--- config.mk ---
export PLATFORM = sky130hd
export DESIGN_NAME = wb_regfile
export DESIGN_NICKNAME = d
export VERILOG_FILES = /design/src/rtl/riscv_pkg.sv /design/src/rtl/regfile_2r1w.sv /design/src/rtl/wb_regfile.sv
export SDC_FILE = /design/constraint.sdc
export NUM_CORES = 2
export LEC_CHECK = 0
export ABC_AREA = 1
export BUFFER_PORTS_ARGS = -buffer_cell sky130_fd_sc_hd__buf_2
export CAP_MARGIN = 25
export CORE_ASPECT_RATIO = 1.2
export CORE_MARGIN = 10
export CORE_UTILIZATION = 55
export DETAILED_ROUTE_END_ITERATION = 6
export GPL_TIMING_DRIVEN = 1
export PLACE_DENSITY = 0.69
export SLEW_MARGIN = 20
export SYNTH_ARGS = -nofsm -noshare
export SYNTH_HDL_FRONTEND = slang
export SYNTH_SLANG_ARGS = --single-unit
--- constraint.sdc ---
create_clock -name clk -period 3 [get_ports clk]
set_input_delay 0.6 -clock clk [delete_from_list [all_inputs] [get_ports clk]]
set_output_delay 0.6 -clock clk [all_outputs]
set_load 0.02 [all_outputs]
--- src/rtl/riscv_pkg.sv ---
// Shared RISC-V core types and constants.
// Writeback source encodings and instruction field positions.
package riscv_pkg;

  localparam int XLEN      = 32;
  localparam int REG_IDX_W = 5;
  localparam int RD_LSB    = 7;
  localparam int RD_MSB    = 11;

  typedef enum logic [1:0] {
    WB_ALU = 2'b00,
    WB_MEM = 2'b01,
    WB_IMM = 2'b10,
    WB_PC4 = 2'b11
  } wb_sel_t;

endpackage

--- src/rtl/regfile_2r1w.sv ---
// Integer register file: two combinational reads, one write, x0 hardwired.
// Define WB_BYPASS_EN for write-through of the same-cycle write.
module regfile_2r1w
  import riscv_pkg::*;
#(
  parameter int XLEN  = 32,
  parameter int NREGS = 32
) (
  input  logic                 clk,
  input  logic                 rst_n,
  input  logic                 we,
  input  logic [REG_IDX_W-1:0] waddr,
  input  logic [XLEN-1:0]      wdata,
  input  logic [REG_IDX_W-1:0] raddr1,
  input  logic [REG_IDX_W-1:0] raddr2,
  output logic [XLEN-1:0]      rdata1,
  output logic [XLEN-1:0]      rdata2
);

  logic [XLEN-1:0] mem [NREGS];

  always_ff @(posedge clk or negedge rst_n) begin
    if (!rst_n) begin
      for (int i = 0; i < NREGS; i++) mem[i] <= '0;
    end else if (we && waddr != '0) begin
      mem[waddr] <= wdata;
    end
  end

  function automatic logic [XLEN-1:0] rd_port(
    input logic [REG_IDX_W-1:0] a
  );
    logic [XLEN-1:0] v;
    v = (a == '0) ? '0 : mem[a];
`ifdef WB_BYPASS_EN
    if (we && a != '0 && a == waddr) v = wdata;
`endif
    return v;
  endfunction

  always_comb begin
    rdata1 = rd_port(raddr1);
    rdata2 = rd_port(raddr2);
  end

endmodule

--- src/rtl/wb_regfile.sv ---
// Writeback stage: source mux, qualified regfile write, instret, trap capture.
// Optional WB_BYPASS_EN makes the read ports write-through.
module wb_regfile
  import riscv_pkg::*;
#(
  parameter int XLEN  = 32,
  parameter int NREGS = 32,
  parameter int CNT_W = 64
) (
  input  logic             clk,
  input  logic             rst_n,
  input  logic             wb_valid,
  input  logic             memtoreg,
  input  logic             regwrite,
  input  logic [1:0]       regin,
  input  logic [XLEN-1:0]  ALUout,
  input  logic [XLEN-1:0]  Rdata,
  input  logic [XLEN-1:0]  immgen,
  input  logic [XLEN-1:0]  PC_plus4,
  input  logic [31:0]      inst_data,
  input  logic             invalid,
  input  logic             clr_trap,
  input  logic [4:0]       rs1_addr,
  input  logic [4:0]       rs2_addr,
  output logic [XLEN-1:0]  rs1_data,
  output logic [XLEN-1:0]  rs2_data,
  output logic [XLEN-1:0]  wb_data,
  output logic             wb_we,
  output logic [4:0]       wb_rd,
  output logic [CNT_W-1:0] instret,
  output logic             trap_pending,
  output logic [31:0]      trap_inst,
  output logic [XLEN-1:0]  trap_pc
);

  wb_sel_t sel;
  logic    retire;
  logic    capture;

  assign sel   = memtoreg ? WB_MEM : wb_sel_t'(regin);
  assign wb_rd = inst_data[RD_MSB:RD_LSB];

  always_comb begin
    wb_data = ALUout;
    unique case (sel)
      WB_ALU: wb_data = ALUout;
      WB_MEM: wb_data = Rdata;
      WB_IMM: wb_data = immgen;
      WB_PC4: wb_data = PC_plus4;
    endcase
  end

  assign wb_we  = wb_valid & regwrite & ~invalid & (wb_rd != '0);
  assign retire = wb_valid & ~invalid;
  // A new illegal instruction beats a same-cycle clear.
  assign capture = wb_valid & invalid & (~trap_pending | clr_trap);

  always_ff @(posedge clk or negedge rst_n) begin
    if (!rst_n) instret <= '0;
    else if (retire) instret <= instret + CNT_W'(1);
  end

  always_ff @(posedge clk or negedge rst_n) begin
    if (!rst_n) begin
      trap_pending <= 1'b0;
      trap_inst    <= '0;
      trap_pc      <= '0;
    end else if (capture) begin
      trap_pending <= 1'b1;
      trap_inst    <= inst_data;
      trap_pc      <= PC_plus4 - XLEN'(4);
    end else if (clr_trap) begin
      trap_pending <= 1'b0;
    end
  end

  regfile_2r1w #(
    .XLEN  (XLEN),
    .NREGS (NREGS)
  ) u_rf (
    .clk    (clk),
    .rst_n  (rst_n),
    .we     (wb_we),
    .waddr  (wb_rd),
    .wdata  (wb_data),
    .raddr1 (rs1_addr),
    .raddr2 (rs2_addr),
    .rdata1 (rs1_data),
    .rdata2 (rs2_data)
  );

endmodule

==> out/results.ini <==
[placed_design]
dp_cells = 10800
hpwl_mm = 168
portBuffers = 409
place_ws_ns = -0.114
place_congestion = 1.06
dpl_cell_area_um2 = 69800

[finish]
area_delta_synth_final_pct = 18.0
final_nets = 9623
multiInputGateArea_um2 = 31500
drive_gt1_share_pct = 12.0
fin_util_pct = 65.5
finalNonFillerCells = 11100
design_area_um2 = 75100
register_area_um2 = 28900
n_fill_cell = 10200

[power_and_ir_drop]
switching_share_pct = 30.5
power.total_mw = 42.9
p_leak_nw = 35.3
pwr-share-clk_pct = 39.7
worst_ir_drop_vdd_mv = 0.545
comb_power_share_pct = 18.1
p_int_mw = 29.8
p_per_area_nw_per_um2 = 571
p_sw_mw = 13.1
seqPwrFrac_pct = 42.2

[clock_network]
clk_latency_ns = 0.77
cts_made_buffers = 130
clk_path_buf_depth = 3
ctsRootBufferMaster = clkbuf_16
cts_tree = done
htree_num_levels = 4
cts.sinks = 1153
path_clk_slew_ns = 0.06

[floorplanning]
initial_utilization_pct = 55.5
die_y_um = 393
rows = 136
io_pins = 410
die-area_um2 = 130000
coreArea_um2 = 115000
die-width_um = 331

[yosys]
synthDistinctLibCells = 30
synth_area_per_cell_um2 = 6.87
syn_inst = 9268
yosysTopAreaCell = dfrtp_1
synth_top_cell_area_share_pct = 45.3
synth_edf_count = 0
synthMostInstantiatedCell = nand2_1
syn_area_um2 = 63700
ys.flop_type = dfrtp_1
ys_ff_latch = 1153
async_reset_ff_share_pct = 100
synthTopCellsByArea = dfrtp_1 (45%), nand2_1 (22%), nand3_1 (11%)
synthTopCellsByCount = nand2_1 (3686), nand3_1 (1423), o21ai_0 (1295)
synth-seq-area-share_pct = 45.3
ys.warnings.count = 0
synth_fp_nets = 9449

[critical_path]
r2r-start = instret[1]
crit_required_ns = 2.40
critPathMaxStageDelay_ns = 0.22
end_kind = primary output
cp_max_fo = 14
critPathSlowestCell = buf_4
crit_chain = buf_8 > inv_8 > buf_12 > buf_4 > nand2_1 > nand3_1 > nand3_1 > nand2_1 > nand2_1 > nand3_1 > nand2_1 > nor2_4 > buf_2
arrival_ns = 2.39
crit_top_cell = nand2_1
crit_type = in2out
worstSetupStartpoint = rs2_addr[0]
critPathLaunchType = primary input

[timing]
fin_hold_ws_ns = 0.0355
finalMaxSlewViolations = 0
fin_tns_setup_ns = 0
rsz0062_at_grt = yes
skew_ns = 0.0204
setup_viol = 0
period_share_pct = 99.7
tightest_slew_ns = 0.845
layout_setup_ws_ns = 0.00790
fmax_mhz = 334
maxSlewHeadroom_pct = 43.6
period_needed_ns = 2.99
hold_viol_final = 0

[routing]
post_drt_wl_per_cell_um = 24.3
routed_via_density = 6.17
wl_met3_mm = 30.9
first_iter_violations = 10300
dr_wl_met2_mm = 116
vias = 68200
postRouteAntennaNets = 0
topRoutingLayerUsed = met5
dr.pass1.iters = 6
drcViolationCount = 0
wl_met1_mm = 100
finalWirelength_mm = 269

[global_route]
grt_pass1_vias = 63900
grt_pass1_wl_mm = 402
antenna_found_initial = 11
grt_max_degree = 93
overflow = 0
track_usage_pct = 40.5

[min_path]
hold_class = in2reg
hp-start = inst_data[20]

[outcome]
outcome = complete, no violations

[flow_run]
cap_violations = 0

## per-layer routing
metal	track usage, %	vias to the layer above
li1	-	30500
met1	52.2	32200
met2	60.4	4545
met3	8.88	1008
met4	28.3	12
met5	0	-
## layout make-up
class                   count  area share [%]
multi-input cells        7158            41.9
flip-flops and latches   1153            38.4
repair buffers            833            10.3
clock buffers             184            5.22
well taps                1518            2.53
inverters                 166           0.899
clock inverters            42           0.786
diodes                      4          0.0133
## cell families after synthesis
| kind of cell | after synthesis | share of synthesized area [%] |
|---|---|---|
| xor gates and xnor gates | 56 | 0.771 |
| and+or+nand+nor | 5649 | 36.5 |
| adders and majority gates | 2 | 0.0393 |
| DFF | 1153 | 45.3 |
| buffers and inverters | 957 | 5.85 |
| AOI/OAI and AO/OA | 1451 | 11.5 |
## power groups by stage
stage	Clock [mW]	Combinational, mW	Sequential [mW]
3_5_place_dp	0	7.45	18.3
5_1_grt	17.8	8.47	18.3
4_1_cts	17.1	7.52	18.1
2_1_floorplan	0	4.03	18.3
3_3_place_gp	0	7.32	18.3
6_report	17.0	7.76	18.1
## cell usage in the layout (no fill, tap or decap), types with 4 or more instances in the layout
master,instances
a21oi_1,100
a31oi_1,9
buf_12,145
buf_16,17
buf_2,391
buf_4,244
buf_6,12
buf_8,6
bufinv_16,14
clkbuf_1,19
clkbuf_16,150
clkbuf_8,25
clkinv_2,24
dfrtp_1,1153
diode_2,4
dlygate4sd3_1,8
inv_1,155
inv_6,4
nand2_1,3685
nand2_2,10
nand2_4,22
nand3_1,1419
nand3_2,4
nand3b_1,5
nand4_1,25
nor2_1,421
nor2_2,19
nor2_4,10
nor3_1,17
nor3_4,4
o21ai_0,1263
o21ai_1,12
o21ai_2,28
o21ai_4,4
o22ai_1,32
xnor2_1,26
xor2_1,30
## path summary, 6_finish.rpt
check | slack, ns | depth (start not counted) | to
max | 0.008 | 13 | rs2_data[28]
min | 0.04 | 3 | trap_inst[20]
max reg2reg | 0.67 | 10 | instret[60]
min reg2reg | 0.41 | 0 | u_rf.mem[998]
max in group asynchronous | 1.64 | 4 | u_rf.mem[633]
min in group asynchronous | 0.41 | 2 | u_rf.mem[651]
## registers in the layout, summed over array words and instances (netlist names)
register,count
instret,64
trap_pc,32
u_rf.mem,1024
trap_inst,32
trap_pending,1
## timing repair
action                                 4_1_cts  5_1_grt
hold buffers                                 8        0
gates resized for setup                     14       76
setup endpoints to repair                    9       49
pin swaps                                    0        1
gates cloned                                 2       10
setup buffers                                0        6
endpoints found under the hold margin       24        0
## critical path: cells and delay by family
family	cells	cell delay, ns
and+or+nand+nor	8	0.91
buffers and inverters	5	0.85
Note: power is estimated with default switching activity, not from simulation.
